$ cat src/rtl/execute_pkg.sv
// Shared Y86-64 execute-stage constants, FSM state type and condition evaluation.
package execute_pkg;

  localparam logic [3:0] I_HALT   = 4'h0;
  localparam logic [3:0] I_NOP    = 4'h1;
  localparam logic [3:0] I_RRMOVQ = 4'h2;
  localparam logic [3:0] I_IRMOVQ = 4'h3;
  localparam logic [3:0] I_RMMOVQ = 4'h4;
  localparam logic [3:0] I_MRMOVQ = 4'h5;
  localparam logic [3:0] I_OPQ    = 4'h6;
  localparam logic [3:0] I_JXX    = 4'h7;
  localparam logic [3:0] I_CALL   = 4'h8;
  localparam logic [3:0] I_RET    = 4'h9;
  localparam logic [3:0] I_PUSHQ  = 4'hA;
  localparam logic [3:0] I_POPQ   = 4'hB;

  localparam logic [3:0] ALU_ADD = 4'h0;
  localparam logic [3:0] ALU_SUB = 4'h1;
  localparam logic [3:0] ALU_AND = 4'h2;
  localparam logic [3:0] ALU_XOR = 4'h3;
  localparam logic [3:0] ALU_MUL = 4'h4;

  localparam logic [3:0] C_YES = 4'h0;
  localparam logic [3:0] C_LE  = 4'h1;
  localparam logic [3:0] C_L   = 4'h2;
  localparam logic [3:0] C_E   = 4'h3;
  localparam logic [3:0] C_NE  = 4'h4;
  localparam logic [3:0] C_GE  = 4'h5;
  localparam logic [3:0] C_G   = 4'h6;

  localparam logic [1:0] STAT_AOK = 2'd0;
  localparam logic [1:0] STAT_HLT = 2'd1;
  localparam logic [1:0] STAT_ADR = 2'd2;
  localparam logic [1:0] STAT_INS = 2'd3;

  localparam logic [3:0] REG_NONE = 4'hF;

  typedef enum logic [1:0] {StIdle, StMul, StDone} mul_state_e;

  // cc is {ZF, SF, OF}
  function automatic logic cond_eval(input logic [3:0] ifun, input logic [2:0] cc);
    logic zf, sf, of;
    {zf, sf, of} = cc;
    case (ifun)
      C_YES:   return 1'b1;
      C_LE:    return (sf ^ of) | zf;
      C_L:     return sf ^ of;
      C_E:     return zf;
      C_NE:    return ~zf;
      C_GE:    return ~(sf ^ of);
      C_G:     return ~(sf ^ of) & ~zf;
      default: return 1'b0;
    endcase
  endfunction

endpackage

$ cat src/rtl/execute_pipe_if.sv
// E-stage decoded-instruction handshake into the execute stage.
interface execute_pipe_if #(
  parameter int unsigned DATA_W = 64
);
  logic              e_valid;
  logic              e_ready;
  logic [3:0]        e_icode;
  logic [3:0]        e_ifun;
  logic [DATA_W-1:0] e_valC;
  logic [DATA_W-1:0] e_valA;
  logic [DATA_W-1:0] e_valB;
  logic [3:0]        e_dstE;
  logic [3:0]        e_dstM;
  logic [1:0]        e_stat;

  modport master (
    output e_valid, e_icode, e_ifun, e_valC, e_valA, e_valB, e_dstE, e_dstM, e_stat,
    input  e_ready
  );

  modport slave (
    input  e_valid, e_icode, e_ifun, e_valC, e_valA, e_valB, e_dstE, e_dstM, e_stat,
    output e_ready
  );
endinterface

$ cat src/rtl/alu_cc.sv
// Combinational OPq ALU (add/sub/and/xor) with Y86 condition-code flags.
module alu_cc
  import execute_pkg::*;
#(
  parameter int unsigned DATA_W = 64
) (
  input  logic [3:0]        alu_fun_i,
  input  logic [DATA_W-1:0] a_i,
  input  logic [DATA_W-1:0] b_i,
  output logic [DATA_W-1:0] val_o,
  output logic              zf_o,
  output logic              sf_o,
  output logic              of_o
);
  logic sa, sb, se;

  always_comb begin
    val_o = '0;
    case (alu_fun_i)
      ALU_ADD: val_o = b_i + a_i;
      ALU_SUB: val_o = b_i - a_i;
      ALU_AND: val_o = b_i & a_i;
      ALU_XOR: val_o = b_i ^ a_i;
      default: val_o = '0;
    endcase
  end

  assign sa   = a_i[DATA_W-1];
  assign sb   = b_i[DATA_W-1];
  assign se   = val_o[DATA_W-1];
  assign zf_o = (val_o == '0);
  assign sf_o = se;

  always_comb begin
    of_o = 1'b0;
    if (alu_fun_i == ALU_ADD) of_o = (sa == sb) && (se != sa);
    else if (alu_fun_i == ALU_SUB) of_o = (sa != sb) && (se != sb);
  end
endmodule

$ cat src/rtl/execute_pipe.sv
// Y86-64 execute stage: valE/cnd, CC register, iterative mulq, E->M pipeline register.
module execute_pipe
  import execute_pkg::*;
#(
  parameter int unsigned DATA_W   = 64,
  parameter int unsigned MUL_STEP = 4
) (
  input  logic              clk,
  input  logic              rst_n,
  execute_pipe_if.slave     e_if,
  input  logic              set_cc_inhibit,
  input  logic              m_stall,
  input  logic              m_bubble,
  output logic [DATA_W-1:0] fwd_valE,
  output logic [3:0]        fwd_dstE,
  output logic [2:0]        cc,
  output logic              m_valid,
  output logic [3:0]        m_icode,
  output logic              m_cnd,
  output logic [DATA_W-1:0] m_valE,
  output logic [DATA_W-1:0] m_valA,
  output logic [3:0]        m_dstE,
  output logic [3:0]        m_dstM,
  output logic [1:0]        m_stat
);
  localparam int unsigned      N        = DATA_W / MUL_STEP;
  localparam int unsigned      CNT_W    = (N > 1) ? $clog2(N) : 1;
  localparam logic [CNT_W-1:0] CNT_LAST = CNT_W'(N - 1);
  localparam logic [DATA_W-1:0] BYTES   = DATA_W'(DATA_W / 8);

  mul_state_e        state_q;
  logic [CNT_W-1:0]  cnt_q;
  logic [DATA_W-1:0] mcand_q, mplier_q, prod_q, step_sum;
  logic [2:0]        cc_q, cc_new;
  logic [DATA_W-1:0] alu_val, val_e;
  logic              alu_zf, alu_sf, alu_of;
  logic              is_opq, is_mul, bad_op, cnd, accept, cc_we;

  alu_cc #(.DATA_W(DATA_W)) u_alu_cc (
    .alu_fun_i (e_if.e_ifun),
    .a_i       (e_if.e_valA),
    .b_i       (e_if.e_valB),
    .val_o     (alu_val),
    .zf_o      (alu_zf),
    .sf_o      (alu_sf),
    .of_o      (alu_of)
  );

  assign is_opq = (e_if.e_icode == I_OPQ);
  assign is_mul = is_opq && (e_if.e_ifun == ALU_MUL);
  assign bad_op = is_opq && (e_if.e_ifun > ALU_MUL);
  assign cnd    = ((e_if.e_icode == I_RRMOVQ) || (e_if.e_icode == I_JXX)) &&
                  cond_eval(e_if.e_ifun, cc_q);

  assign e_if.e_ready = !m_stall && (!is_mul || (state_q == StDone));
  assign accept       = e_if.e_valid && e_if.e_ready;
  assign cc_we        = accept && is_opq && !bad_op && (e_if.e_stat == STAT_AOK) &&
                        !set_cc_inhibit;

  always_comb begin
    val_e = '0;
    case (e_if.e_icode)
      I_RRMOVQ:          val_e = e_if.e_valA;
      I_IRMOVQ:          val_e = e_if.e_valC;
      I_RMMOVQ, I_MRMOVQ: val_e = e_if.e_valB + e_if.e_valC;
      I_OPQ: begin
        if (is_mul)       val_e = (state_q == StDone) ? prod_q : '0;
        else if (!bad_op) val_e = alu_val;
      end
      I_CALL, I_PUSHQ:   val_e = e_if.e_valB - BYTES;
      I_RET, I_POPQ:     val_e = e_if.e_valB + BYTES;
      default:           val_e = '0;
    endcase
  end

  assign cc_new   = is_mul ? {prod_q == '0, prod_q[DATA_W-1], 1'b0} : {alu_zf, alu_sf, alu_of};
  assign fwd_valE = val_e;
  assign fwd_dstE = (!e_if.e_valid || ((e_if.e_icode == I_RRMOVQ) && !cnd)) ? REG_NONE
                                                                           : e_if.e_dstE;
  assign cc       = cc_q;

  // Shift-and-add over the low MUL_STEP multiplier bits
  always_comb begin
    step_sum = '0;
    for (int i = 0; i < int'(MUL_STEP); i++) begin
      if (mplier_q[i]) step_sum = step_sum + (mcand_q << i);
    end
  end

  always_ff @(posedge clk or negedge rst_n) begin
    if (!rst_n) begin
      state_q  <= StIdle;
      cnt_q    <= '0;
      prod_q   <= '0;
      mcand_q  <= '0;
      mplier_q <= '0;
    end else if (m_bubble) begin
      state_q <= StIdle;
      cnt_q   <= '0;
      prod_q  <= '0;
    end else if (!m_stall) begin
      case (state_q)
        StIdle: begin
          if (e_if.e_valid && is_mul) begin
            state_q  <= StMul;
            mcand_q  <= e_if.e_valB;
            mplier_q <= e_if.e_valA;
            prod_q   <= '0;
            cnt_q    <= '0;
          end
        end
        StMul: begin
          prod_q   <= prod_q + step_sum;
          mcand_q  <= mcand_q << MUL_STEP;
          mplier_q <= mplier_q >> MUL_STEP;
          cnt_q    <= cnt_q + CNT_W'(1);
          if (cnt_q == CNT_LAST) state_q <= StDone;
        end
        StDone: begin
          if (e_if.e_valid) state_q <= StIdle;
        end
        default: state_q <= StIdle;
      endcase
    end
  end

  always_ff @(posedge clk or negedge rst_n) begin
    if (!rst_n) begin
      cc_q    <= 3'b100;
      m_valid <= 1'b0;
      m_icode <= I_NOP;
      m_cnd   <= 1'b0;
      m_valE  <= '0;
      m_valA  <= '0;
      m_dstE  <= REG_NONE;
      m_dstM  <= REG_NONE;
      m_stat  <= STAT_AOK;
    end else if (m_bubble || (!m_stall && !accept)) begin
      m_valid <= 1'b0;
      m_icode <= I_NOP;
      m_cnd   <= 1'b0;
      m_valE  <= '0;
      m_valA  <= '0;
      m_dstE  <= REG_NONE;
      m_dstM  <= REG_NONE;
      m_stat  <= STAT_AOK;
    end else if (accept) begin
      m_valid <= 1'b1;
      m_icode <= e_if.e_icode;
      m_cnd   <= cnd;
      m_valE  <= val_e;
      m_valA  <= e_if.e_valA;
      m_dstE  <= fwd_dstE;
      m_dstM  <= e_if.e_dstM;
      m_stat  <= bad_op ? STAT_INS : e_if.e_stat;
      if (cc_we) cc_q <= cc_new;
    end
  end
endmodule

$ cat src/flat_wrapper.sv
// flat-port wrapper written by rule: the top's interface ports become plain ports
module execute_pipe_flat import execute_pkg::*;
#(
  parameter int unsigned DATA_W   = 64,
  parameter int unsigned MUL_STEP = 4
)
  (clk, rst_n, set_cc_inhibit, m_stall, m_bubble, fwd_valE, fwd_dstE, cc, m_valid, m_icode, m_cnd, m_valE, m_valA, m_dstE, m_dstM, m_stat, e_if_e_valid, e_if_e_icode, e_if_e_ifun, e_if_e_valC, e_if_e_valA, e_if_e_valB, e_if_e_dstE, e_if_e_dstM, e_if_e_stat, e_if_e_ready);
  execute_pipe_if #(.DATA_W(DATA_W)) e_if_i ();
  input  logic clk;
  input  logic rst_n;
  input  logic set_cc_inhibit;
  input  logic m_stall;
  input  logic m_bubble;
  output logic [DATA_W-1:0] fwd_valE;
  output logic [3:0] fwd_dstE;
  output logic [2:0] cc;
  output logic m_valid;
  output logic [3:0] m_icode;
  output logic m_cnd;
  output logic [DATA_W-1:0] m_valE;
  output logic [DATA_W-1:0] m_valA;
  output logic [3:0] m_dstE;
  output logic [3:0] m_dstM;
  output logic [1:0] m_stat;
  input wire logic [$bits(e_if_i.e_valid)-1:0] e_if_e_valid;
  input wire logic [$bits(e_if_i.e_icode)-1:0] e_if_e_icode;
  input wire logic [$bits(e_if_i.e_ifun)-1:0] e_if_e_ifun;
  input wire logic [$bits(e_if_i.e_valC)-1:0] e_if_e_valC;
  input wire logic [$bits(e_if_i.e_valA)-1:0] e_if_e_valA;
  input wire logic [$bits(e_if_i.e_valB)-1:0] e_if_e_valB;
  input wire logic [$bits(e_if_i.e_dstE)-1:0] e_if_e_dstE;
  input wire logic [$bits(e_if_i.e_dstM)-1:0] e_if_e_dstM;
  input wire logic [$bits(e_if_i.e_stat)-1:0] e_if_e_stat;
  output wire logic [$bits(e_if_i.e_ready)-1:0] e_if_e_ready;
  assign e_if_i.e_valid = e_if_e_valid;
  assign e_if_i.e_icode = e_if_e_icode;
  assign e_if_i.e_ifun = e_if_e_ifun;
  assign e_if_i.e_valC = e_if_e_valC;
  assign e_if_i.e_valA = e_if_e_valA;
  assign e_if_i.e_valB = e_if_e_valB;
  assign e_if_i.e_dstE = e_if_e_dstE;
  assign e_if_i.e_dstM = e_if_e_dstM;
  assign e_if_i.e_stat = e_if_e_stat;
  assign e_if_e_ready = e_if_i.e_ready;
  execute_pipe #(.DATA_W(DATA_W), .MUL_STEP(MUL_STEP)) u_core (.clk(clk), .rst_n(rst_n), .e_if(e_if_i), .set_cc_inhibit(set_cc_inhibit), .m_stall(m_stall), .m_bubble(m_bubble), .fwd_valE(fwd_valE), .fwd_dstE(fwd_dstE), .cc(cc), .m_valid(m_valid), .m_icode(m_icode), .m_cnd(m_cnd), .m_valE(m_valE), .m_valA(m_valA), .m_dstE(m_dstE), .m_dstM(m_dstM), .m_stat(m_stat));
endmodule
$ cat config.mk
export PLATFORM = sky130hd
export DESIGN_NAME = execute_pipe_flat
export DESIGN_NICKNAME = d
export VERILOG_FILES = /design/src/rtl/execute_pkg.sv /design/src/rtl/execute_pipe_if.sv /design/src/rtl/alu_cc.sv /design/src/rtl/execute_pipe.sv /design/src/flat_wrapper.sv
export SDC_FILE = /design/constraint.sdc
export NUM_CORES = 2
export LEC_CHECK = 0
export CORE_AREA = 2 2 367 369
export DETAILED_ROUTE_END_ITERATION = 16
export DIE_AREA = 0 0 369 371
export SKIP_LAST_GASP = 1
export SLEW_MARGIN = 20
export SYNTH_ARGS = -nofsm -noshare
export SYNTH_HDL_FRONTEND = slang
export SYNTH_HIERARCHICAL = 1
export SYNTH_SLANG_ARGS = --single-unit
$ cat constraint.sdc
create_clock -name clk -period 9.61 [get_ports clk]
set_input_delay 1.4415 -clock clk [delete_from_list [all_inputs] [get_ports clk]]
set_output_delay 1.4415 -clock clk [all_outputs]
set_load 0.02 [all_outputs]
==> results.py <==
metrics = {
    "critical_path": {
        "reg2reg_to": "u_core/prod_q[63]",
        "worstSetupStartpoint": "u_core/mplier_q[0]",
        "critPathKind": "flop to flop",
        "end_kind": "flop",
        "crit_fanout": 5,
        "reg2reg_depth": 51,
        "reg2reg_slack_ps": -5,
        "cpPeakStageDelay_ps": 570,
        "timing.rr.start": "u_core/mplier_q[0]",
        "slowest_stage": "or4_4",
        "cp_data_required_time_ps": 10100,
        "worstSetupStartpointType": "flop",
        "cp.arrival_ps": 10100,
    },
    "yosys": {
        "synth_area_leaders": "dfrtp_1 18%, ha_1 13%, a21oi_1 5.9%, o21ai_0 5.6%, xnor2_1 4.8%",
        "ys_types": 119,
        "ys_seq_area_share_pct": 18.73,
        "ys_ff_latch": 345,
        "syn-num-nets": 6578,
        "postSynthCellCount": 5863,
        "synth_top_area_share_pct": 18.16,
        "ys_async_sr_fraction_pct": 100.0,
        "synth_warnings": 6,
        "yosys.area.top_type": "dfrtp_1",
        "synth_flop_cell": "dfrtp_1",
        "syn_avg_cell_area_um2": 7.871,
        "netlist_area_um2": 46150,
        "synth_edf_count": 0,
    },
    "min_path": {
        "hold-path-cell-count": 2,
        "hp-class": "flop to flop",
        "hp-start": "u_core/m_valid",
        "min_to": "u_core/m_valid",
    },
    "sta": {
        "clock_skew_ps": 16.55,
        "hold_ws_ps": 478.9,
        "post-route-period-util_pct": 100.0,
        "finalHoldViolCount": 0,
        "setup_ws_ps": -4.690,
        "relSlewSlack_pct": 24.44,
        "setup_viol": 1,
        "slew_viol_final": 0,
        "tightest_slew_ps": 1132,
        "rsz0062_at_grt": "yes",
        "period_needed_ps": 9615,
        "max_freq_ghz": 0.1040,
    },
    "clock_network": {
        "cts_made_buffers": 42,
        "clk_latency_ps": 610,
        "root_buffer": "clkbuf_16",
        "clock_sinks": 345,
        "cts_hold_buffers": 0,
        "h-tree-depth": 2,
        "cts_tree": "built",
        "clkTransAtPathRegs_ps": 60,
        "clk_path_buf_depth": 3,
    },
    "cells_and_area": {
        "fin_area_um2": 60140,
        "num_antenna_cells": 0,
        "multi_input_area_um2": 36990,
        "nets": 7470,
        "fillerInstances": 13290,
        "final_common_cell": "buf_4",
        "syn_to_final_growth_pct": 30.31,
        "layout_common_cells": "768 x buf_4, 558 x nand2_1, 495 x a21oi_1, 459 x o21ai_0, 454 x ha_1",
        "drive_above_1_share_pct": 19.00,
        "ff_latch_area_um2": 8651,
    },
    "detailed_routing": {
        "vias": 50220,
        "postRouteAntennaNets": 0,
        "routedWlPerCell_um": 23.04,
        "drc": 0,
        "postRouteWirelength_um": 197100,
        "via_per_inst": 5.872,
        "drtIter0Drc": 4534,
        "drtPass1Iterations": 7,
    },
    "global_route": {
        "first_global_vias": 48250,
        "grt_max_degree": 141,
        "grt_first_pass_wirelength_um": 294700,
        "grt_overflow": 0,
        "grt_use_total_pct": 27.42,
        "grt_antenna_before_repair": 7,
    },
    "place": {
        "postPlaceCellArea_um2": 56860,
        "place_congestion": 0.9885,
        "portBuffers": 431,
        "hpwlAfterDp_um": 158300,
    },
    "pwr": {
        "pwr_density_cell_nw_per_um2": 88.43,
        "vdd_drop_max_uv": 128.4,
        "leakagePower_nw": 28.53,
    },
    "floorplan": {
        "die_area_um2": 136900,
        "ios": 432,
        "start_util_pct": 34.76,
        "rows": 134,
        "core_area_um2": 132800,
        "die_width_um": 369,
        "die_h_um": 371,
    },
    "run_status": {
        "status": "finished with violations",
        "violations": "negative setup slack",
    },
    "flow_run": {
        "drv_cap": 0,
    },
}
-- cells by family after synthesis --
logic type / share of synthesized area, %
muxes: 6.379
AOI/OAI and AO/OA: 31.84
buffers and inverters: 4.406
DFF: 18.73
xor gates and xnor gates: 8.806
and+or+nand+nor: 16.14
adders and majority gates: 13.69
-- per-layer routing --
layer  GRT usage, %  up-vias  wire length (um)
met5              0        -                49
met4          10.09        8              8080
met3          3.203      373             13090
met2          45.30     1889             91760
met1          36.60    24140             84110
li1               -    23820                 -
-- timing repair --
action,in CTS,in global routing
cloned,1,0
setup buffers,34,25
gates resized for setup,95,218
endpoints found under the setup margin,24,49
pin swaps,48,130
-- cells in the mapped netlist (49+ instances only) --
cell type / count
nand2_1: 569
a21oi_1: 540
o21ai_0: 512
ha_1: 492
nor2_1: 340
dfrtp_1: 335
clkbuf_1: 312
a21o_1: 282
xnor2_1: 252
xor2_1: 212
a22o_1: 198
mux2i_1: 194
inv_1: 136
nand4_1: 109
mux2_2: 89
nand3_1: 84
o21bai_1: 69
and2_1: 64
nand2b_1: 64
nor3_1: 61
o21a_1: 57
a31oi_1: 51
nor2b_1: 50
o31ai_1: 50
o22ai_1: 49
-- sequential cells by signal, summed over array words and instances (netlist names), 3 cells and up --
| register | count |
|---|---|
| u_core/cc | 3 |
| u_core/cnt_q | 4 |
| u_core/m_dstE | 4 |
| u_core/m_dstM | 4 |
| u_core/m_icode | 4 |
| u_core/m_valA | 64 |
| u_core/m_valE | 64 |
| u_core/mcand_q | 64 |
| u_core/mplier_q | 64 |
| u_core/prod_q | 64 |
-- cell type report --
type	count	area share [%]
Multi-Input combinational cell	5019	61.52
Timing Repair Buffer	1211	17.14
Sequential cell	345	14.38
Tap cell	1768	3.678
Clock buffer	62	2.112
Inverter	136	0.8489
Clock inverter	12	0.3246
-- per-stage QoR --
step                      utilization, %  cells  power, mW  setup WS [ps]  TNS (ps)
after CTS                          44.49   8529      5.294          5.238         0
after floorplan                        -   5863      2.671          8.904         0
after detailed placement           42.82   8420      3.511         -597.4     -5032
final                              45.29   8553      5.318         -4.690    -4.690
after global placement             42.82   8420      3.501         -463.5     -2886
after global routing               45.29   8553      5.550         -477.0     -3834
-- worst max path at each step --
stage	cells after the start	slack [ps]	to
after detailed placement	52	-600	u_core/prod_q[62]
after floorplan	60	9	u_core/prod_q[60]
after global placement	48	-460	u_core/prod_q[60]
after CTS	55	5	u_core/prod_q[60]
final	51	-5	u_core/prod_q[63]
after global routing	51	-480	u_core/prod_q[60]
-- worst max-delay path, delay by kind of cell (launching register included) --
kind / cells / cell delay (ps)
multiplexers: 2 / 600
AND/OR/NAND/NOR: 14 / 2170
AO/OA/AOI/OAI: 21 / 3740
XOR/XNOR: 4 / 520
flip-flops: 1 / 450
adder cells (fa/ha/maj): 4 / 1220
buffers and inverters: 6 / 800
-- where the power goes --
part | internal, mW | switching, mW
combinational | 0.856 | 1.17
clock | 1.05 | 0.715
sequential | 1.49 | 0.0386
total | 3.40 | 1.92
No activity file was read; power rests on OpenSTA's default activity.
